**src/rtl/shift_normalizer.sv**
```systemverilog
// ============================================================================
// shift_normalizer
// ----------------------------------------------------------------------------
// Multi-cycle CLZ/CTZ unit. This is the inverse of the barrel shifter. It
// finds how far the first set bit sits from the MSB, giving the leading-zero
// count. When trailing-zero mode is built in and requested, it finds how far
// that bit sits from the LSB instead. It returns the count together with the
// value shifted by that amount.
//
// The unit scans one bit position per clock:
//   IDLE -> SCAN -> DONE -> IDLE
// A zero operand skips SCAN and goes straight to DONE with a count of WIDTH.
// In SCAN, a nonzero operand with N zeros takes N+1 clocks before the result
// appears.
//
// Configuration macro:
//   NORM_CTZ_EN  defined   : in_ctz is latched per request. 1 selects
//                            trailing-zero count and a right shift.
//                undefined : in_ctz is ignored and the unit always counts
//                            leading zeros. The ctz latch and the
//                            right-shift path are not built.
//
// Ports:
//   clk        in   1        single clock, rising edge
//   rst        in   1        asynchronous, active-high reset
//   in_valid   in   1        request valid
//   in_ready   out  1        unit idle; a request is taken on in_valid & in_ready
//   in_val     in   WIDTH    value to normalize
//   in_ctz     in   1        1 = count trailing zeros, 0 = count leading zeros
//   out_valid  out  1        result valid, held until out_ready
//   out_ready  in   1        consumer accepts the result
//   out_norm   out  WIDTH    normalized value
//   out_count  out  CW       zero count, 0..WIDTH (CW = $clog2(WIDTH)+1)
//   out_zero   out  1        operand was all zeros
// ============================================================================
module shift_normalizer #(
    parameter int WIDTH = 32
) (
    input  logic                   clk,
    input  logic                   rst,
    input  logic                   in_valid,
    output logic                   in_ready,
    input  logic [WIDTH-1:0]       in_val,
    input  logic                   in_ctz,
    output logic                   out_valid,
    input  logic                   out_ready,
    output logic [WIDTH-1:0]       out_norm,
    output logic [$clog2(WIDTH):0] out_count,
    output logic                   out_zero
);

    localparam int CW = $clog2(WIDTH) + 1;

    typedef enum logic [1:0] {
        IDLE = 2'd0,
        SCAN = 2'd1,
        DONE = 2'd2
    } state_t;

    state_t           state_q, state_d;
    logic [WIDTH-1:0] work_q, work_d;
    logic [CW-1:0]    cnt_q, cnt_d;
    logic [WIDTH-1:0] norm_q, norm_d;
    logic [CW-1:0]    count_q, count_d;
    logic             zero_q, zero_d;

    logic             accept;
    logic             ctz_sel;
    logic             test_bit;

    assign accept = in_valid & in_ready;

`ifdef NORM_CTZ_EN
    // The direction is captured at accept. Later changes on in_ctz
    // cannot redirect a scan that is already in flight.
    logic ctz_q, ctz_d;

    always_comb begin
        ctz_d = ctz_q;
        if (accept) begin
            ctz_d = in_ctz;
        end
    end

    always_ff @(posedge clk or posedge rst) begin
        if (rst) begin
            ctz_q <= 1'b0;
        end else begin
            ctz_q <= ctz_d;
        end
    end

    assign ctz_sel = ctz_q;
`else
    // Only leading-zero counting is built. in_ctz is deliberately left unused.
    logic ctz_unused;
    assign ctz_unused = in_ctz;
    assign ctz_sel    = 1'b0;
`endif

    // The scanned bit is the one the work register shifts toward.
    assign test_bit = ctz_sel ? work_q[0] : work_q[WIDTH-1];

    // ------------------------------------------------------------------
    // Next-state and datapath
    // ------------------------------------------------------------------
    always_comb begin
        state_d = state_q;
        work_d  = work_q;
        cnt_d   = cnt_q;
        norm_d  = norm_q;
        count_d = count_q;
        zero_d  = zero_q;

        unique case (state_q)
            IDLE: begin
                if (accept) begin
                    work_d = in_val;
                    cnt_d  = '0;
                    if (in_val == '0) begin
                        // Nothing to scan. Report a full-width count right away.
                        state_d = DONE;
                        norm_d  = '0;
                        count_d = CW'(WIDTH);
                        zero_d  = 1'b1;
                    end else begin
                        state_d = SCAN;
                    end
                end
            end

            SCAN: begin
                if (test_bit) begin
                    // The work register is already normalized. Publish it.
                    state_d = DONE;
                    norm_d  = work_q;
                    count_d = cnt_q;
                    zero_d  = 1'b0;
                end else begin
                    // The operand is nonzero, so a set bit reaches the tested
                    // end within WIDTH-1 shifts. cnt_q therefore cannot pass
                    // WIDTH-1 here.
                    work_d = ctz_sel ? (work_q >> 1) : (work_q << 1);
                    cnt_d  = cnt_q + 1'b1;
                end
            end

            DONE: begin
                if (out_ready) begin
                    state_d = IDLE;
                end
            end

            default: begin
                state_d = IDLE;
            end
        endcase
    end

    // ------------------------------------------------------------------
    // State and datapath registers
    // ------------------------------------------------------------------
    always_ff @(posedge clk or posedge rst) begin
        if (rst) begin
            state_q <= IDLE;
            work_q  <= '0;
            cnt_q   <= '0;
            norm_q  <= '0;
            count_q <= '0;
            zero_q  <= 1'b0;
        end else begin
            state_q <= state_d;
            work_q  <= work_d;
            cnt_q   <= cnt_d;
            norm_q  <= norm_d;
            count_q <= count_d;
            zero_q  <= zero_d;
        end
    end

    // in_ready is gated by rst directly. This keeps it low for the whole
    // time reset is asserted, including the time before the first clock
    // edge.
    assign in_ready  = (state_q == IDLE) & ~rst;
    assign out_valid = (state_q == DONE);
    assign out_norm  = norm_q;
    assign out_count = count_q;
    assign out_zero  = zero_q;

endmodule
```
**config.mk**
```make
export PLATFORM = sky130hd
export DESIGN_NAME = shift_normalizer
export DESIGN_NICKNAME = d
export VERILOG_FILES = /design/src/rtl/shift_normalizer.sv
export SDC_FILE = /design/constraint.sdc
export NUM_CORES = 1
export LEC_CHECK = 0
export BUFFER_PORTS_ARGS = -buffer_cell sky130_fd_sc_hd__buf_4
export CORE_MARGIN = 8
export CORE_UTILIZATION = 54
export DETAILED_ROUTE_END_ITERATION = 12
export PLACE_DENSITY = 0.83
export SLEW_MARGIN = 30
export SYNTH_ARGS = -nofsm -noshare
export SYNTH_HDL_FRONTEND = slang
export SYNTH_SLANG_ARGS = --single-unit
```
**constraint.sdc**
```tcl
create_clock -name clk -period 2.7 [get_ports clk]
set_input_delay 0.405 -clock clk [delete_from_list [all_inputs] [get_ports clk]]
set_output_delay 0.405 -clock clk [all_outputs]
set_load 0.05 [all_outputs]
```
Yosys cells after proc, flatten, opt, wreduce, memory -nomap -nowiden
Index checks and enable logic that the tools add are counted.
Storage, ports and cells
  bits of input ports: 37
  flip-flop bits (word level): 79
  word-level logic and storage cells: 48
  output and inout bits: 41
Cells by class
  muxes and demuxes: 23
  bitwise operators: 3
  reductions and logical operators: 7
  $add $sub $neg: 1
  equal/unequal tests: 7
Operators with widths (count)
  2-to-1 mux 32 bit: 5
  case mux 32 bit (2 select lines): 2
  zero test 32 bit: 1
  2-to-1 mux 6 bit: 5
  case mux 6 bit (2 select lines): 2
  2-to-1 mux 2 bit: 4
  != test 2 bit, second input constant: 4
  adder 6 x 1 -> 6 bit, second input constant: 1
  case mux 2 bit (3 select lines): 1
  AND reduction 3 bit: 2
  AND reduction 4 bit: 1
  2-to-1 mux 1 bit: 3
  AND 1 bit: 2
  == test 2 x 1 -> 1 bit, second input constant: 1
  == test 2 bit, second input constant: 1
  zero test 2 bit: 1
  != test 2 x 1 -> 1 bit, second input constant: 1
  case mux 1 bit (2 select lines): 1
  AND reduction 2 bit: 1
  nonzero test 2 bit: 1
  inverter 1 bit: 1

Depth between registers and ports, before layout
  word-level depth: 5
  depth in mapped cells: 6
  depth with buffers taken out: 4

Least setup slack after synthesis
No wires, ideal clock.
  path type: reg-to-reg
  start: register state_q[1]
  end: register norm_q[31] (netlist: out_norm[31])
  buffers on the path: 1
  arrival time: 2294 ps
  clock period less this slack: 2426 ps
  setup slack: 274 ps
  stages on the path, launching flop included: 6
  setup time: 131 ps
  path through: dfrtp_1 nor3_1 nand2_1 clkbuf_1 a21oi_1 o21ai_0
Between the ends
  word-level cells in the longest chain between the ends: 5
Ends and longest elaborated chain
  from (decl): line 60  | state_t state_q, state_d;
  from (signal assigned): line 172  | state_q <= state_d;
  zero test 2 bit: line 184  | assign in_ready = (state_q == IDLE) & ~rst;
  AND 1 bit: line 184
  net in_ready: line 42  | output logic in_ready,
  AND 1 bit: line 71  | assign accept = in_valid & in_ready;
  != test 2 bit (no line)
  AND reduction 4 bit (no line)
  to (signal assigned): line 175  | norm_q <= norm_d;
  to (decl): line 63  | logic [WIDTH-1:0] norm_q, norm_d;
The timed path passes the listed nets, and every way through them passes these cells.
A chain may end at the register's enable or synchronous reset.

Final worst setup path
  start: register state_q[0]
  end: register count_q[5] (netlist: out_count[5])
Between the ends
  word-level cells in the longest chain between the ends: 5
Ends and longest elaborated chain
  zero test 2 bit: line 115, 184
  AND 1 bit: line 184
  AND 1 bit: line 71
  != test 2 bit (no line)
  AND reduction 4 bit (no line)
  to (signal assigned): line 176  | count_q <= count_d;
  to (decl): line 64  | logic [CW-1:0] count_q, count_d;
Several ways; a longest one is shown, not always the timed one.

==> metrics.md <==
| Metric | Value |
|---|---|
| Cell Pwr Density | 1370 mW/mm^2 |
| Met2 capacity usage during global routing | 0.359 |
| Final Hold Fails | 0 |
| Worst path required time | 2.95 ns |
| CTS tree | done |
| Sw Pwr | 0.00301 W |
| Final period util | 0.733 |
| Vias in the first global route | 3374 |
| Combinational power share | 0.499 |
| Vias per cell | 5.92 |
| Grt total ovfl | 0 |
| Detailed Place HPWL | 6.58 mm |
| Switch share | 0.484 |
| Sequential area share after synthesis | 0.542 |
| Minimum clock period | 1.98 ns |
| Most common cell after layout, fill and taps aside | nand2_1 |
| Post-Route WL | 9.98 mm |
| Synth Register Bits | 79 |
| Worst Tran Pin Value | 0.793 ns |
| Post-cts resize count | 0 |
| Synth Net Count | 437 |
| GRT busiest layer | met2 |
| Worst-skew pair later-pin latency | between 0.3 and 0.4 ns |
| P_int | about 0.0032 W |
| Kind of critical path | flip-flop to flip-flop |
| Clock Power Share | 0.150 |
| Die ar. | 0.00964 mm^2 |
| Hold Crit Class | primary input to async pin |
| Final #Nets | 509 |
| Fraction of layout cells with a size suffix above 1 | 0.225 |
| CTS Buf Count | 9 |
| Max FO, Critical Path | 20 |
| Hold_buf cts | 0 |
| DRC Markers | 0 |
| Status | finished clean |
| Iteration-0 DRC Markers | 257 |
| Unrepaired setup endpoints after global routing | no |
| Final Wtd Congestion | about 0.8 |
| Total track usage | 0.209 |
| Post-DR wirelength/cell | 17.9 um |
| Endpoints failing setup | 0 |
| Starting Density | 0.546 |
| Antenna diodes | 0 |
| Clk root buf | clkbuf_8 |
| Pins Over Slew Limit | 0 |
| Area grow syn2layout | 24.0% |
| Worst Setup End Kind | flip-flop |
| Grt met1 use | 0.246 |
| Worst Path Arrival | 2.23 ns |
| Largest net degree at the start of global routing | 55 |
| Setup TNS | 0 ns |
| GR Util met3 | 0.0405 |
| Fmax | 505 MHz |
| IO Count | 78 |
| Die H | 98.2 um |
| # clock sinks | 79 |
| Synth cell types | 30 |
| Synth warnings | 0 |
| Antenna violations before repair | 0 |
| H-tree levels | 3 |
| Max-cap violation count | 0 |
| Worst relative slew slack | 0.470 |
| Mapped cell area | 0.00365 mm^2 |
| Max Root-Sink Buffers | 2 |
| Gate Count Post-Synth | about 400 |
| # port buffers | 76 |
| Syn avg cell area | 9.14 um^2 |
| First-pass GRT wire length | 16.3 mm |
| Final worst clock skew | 0.00865 ns |
| Vias | 3294 |
| Static Leak | 2.34 nW |
| Setup WS pre-CTS | 0.585 ns |
| CTS clk-pin slew, worst paths | 0.08 ns |
| Most frequent cells in the layout | 106 x nand2_1, 85 x buf_4, 79 x dfrtp_1 |
| CORE AREA | 0.00668 mm^2 |
| Antenna-violating nets left | 0 |
| Startpoint Class | flip-flop |
| Setup bufs post-CTS | 0 |
| FP Rows | 30 |
| Pre-Repair DR Iteration Count | 5 |
| Worst VDD drop | 801 uV |
| Die X | 98.2 um |
| Final WS setup | 0.720 ns |
| Flop pwr share | 0.351 |
-- synthesized netlist by cell type --
cell | instances | area (um^2)
nor4_1 | 8 | 50.1
and3_1 | 1 | 6.26
and3b_1 | 1 | 8.76
nor2b_1 | 2 | 12.5
dfrtp_1 | 79 | 1980
o211ai_1 | 36 | 270
inv_1 | 39 | 146
nor2_1 | 9 | 33.8
nand2b_1 | 1 | 6.26
a22oi_1 | 30 | 225
o41ai_1 | 1 | 8.76
o21bai_1 | 1 | 7.51
o21ai_4 | 1 | 16.3
nand3_1 | 36 | 180
nand2_1 | 106 | 398
a2bb2oi_1 | 1 | 8.76
clkbuf_1 | 15 | 56.3
o21ai_0 | 4 | 20.0
nor4b_2 | 1 | 15.0
buf_2 | 8 | 40.0
buf_6 | 3 | 33.8
xor2_1 | 4 | 35.0
nand4_1 | 4 | 25.0
a221o_1 | 1 | 10.0
a21oi_1 | 2 | 10.0
o31a_1 | 1 | 8.76
nor3b_2 | 1 | 12.5
o21a_1 | 1 | 7.51
nor3_1 | 1 | 5.00
ha_1 | 1 | 12.5
-- worst max-delay path, stage by stage, from the launching register on --
cell	delay (ns)
dfrtp_1	0.52
nor2b_1	0.23
nand2_1	0.50
buf_12	0.37
a2bb2oi_1	0.13
o21a_1	0.11
-- layout make-up --
| type | instances | area, um^2 |
|---|---|---|
| Timing Repair Buffer | 87 | 678 |
| Tap cell | 80 | 100 |
| Clock buffer | 13 | 169 |
| Sequential cell | 79 | 1980 |
| Fill cell | 538 | 2160 |
| Multi-Input combinational cell | 255 | 1410 |
| Clock inverter | 3 | 40.0 |
| Inverter | 39 | 148 |
-- routing by layer --
layer	share of wire	vias to the layer above
met5	0	-
met4	0.021	0
met3	0.067	26
met2	0.50	150
met1	0.41	1609
li1	-	1509
-- sequential cells by signal, summed over array words and instances (netlist names) --
| signal | count |
|---|---|
| work_q | 32 |
| cnt_q | 6 |
| out_norm | 32 |
| out_zero | 1 |
| out_count | 6 |
| state_q | 2 |
-- metrics by stage --
stage | util | instance area (um^2) | total power, W | std cells | hold WS (ns)
CTS | 0.677 | 4520 | 0.00622 | 556 | 0.0873
detailed placement | 0.646 | 4310 | 0.00528 | 540 | 0.469
global placement | 0.646 | 4310 | 0.00513 | 540 | 0.466
finish | 0.677 | 4520 | 0.00622 | 556 | 0.0835
floorplan | - | 3650 | 0.00431 | 399 | 0.468
global route | 0.677 | 4520 | 0.00656 | 556 | 0.110
-- power by group through the flow --
| stage | logic, W | registers [W] | clock network, W |
|---|---|---|---|
| floorplan | 0.00132 | 0.00299 | 0 |
| global placement | 0.00299 | 0.00215 | 0 |
| detailed placement | 0.00310 | 0.00218 | 0 |
| CTS | 0.00312 | 0.00217 | 0.000935 |
| global route | 0.00334 | 0.00225 | 0.000972 |
| finish | 0.00310 | 0.00218 | 0.000931 |
-- kinds of logic after synthesis --
group	count (synthesis)	share of synthesized area
adder cells (fa/ha/maj)	1	0.00343
AND/OR/NAND/NOR	171	0.207
AO/OA/AOI/OAI	79	0.163
flip-flops	79	0.542
buffers and inverters	65	0.0758
XOR/XNOR	4	0.00960
-- final timing paths --
kind / start / endpoint / slack [ns] / cells after the start
max in group asynchronous: rst / out_count[3]$_DFFE_PP0P_ / 1.97 / 3
setup reg to reg: state_q[0]$_DFFE_PP0P_ / out_count[5]$_DFFE_PP0P_ / 0.72 / 5
min in group clk: in_val[0] / work_q[0]$_DFFE_PP0P_ / 0.28 / 3
hold reg to reg: work_q[25]$_DFFE_PP0P_ / work_q[25]$_DFFE_PP0P_ / 0.51 / 2
setup / recovery: state_q[0]$_DFFE_PP0P_ / out_count[5]$_DFFE_PP0P_ / 0.72 / 5
hold / removal: rst / state_q[1]$_DFFE_PP0P_ / 0.08 / 2
No activity file was read; power rests on OpenSTA's default activity.
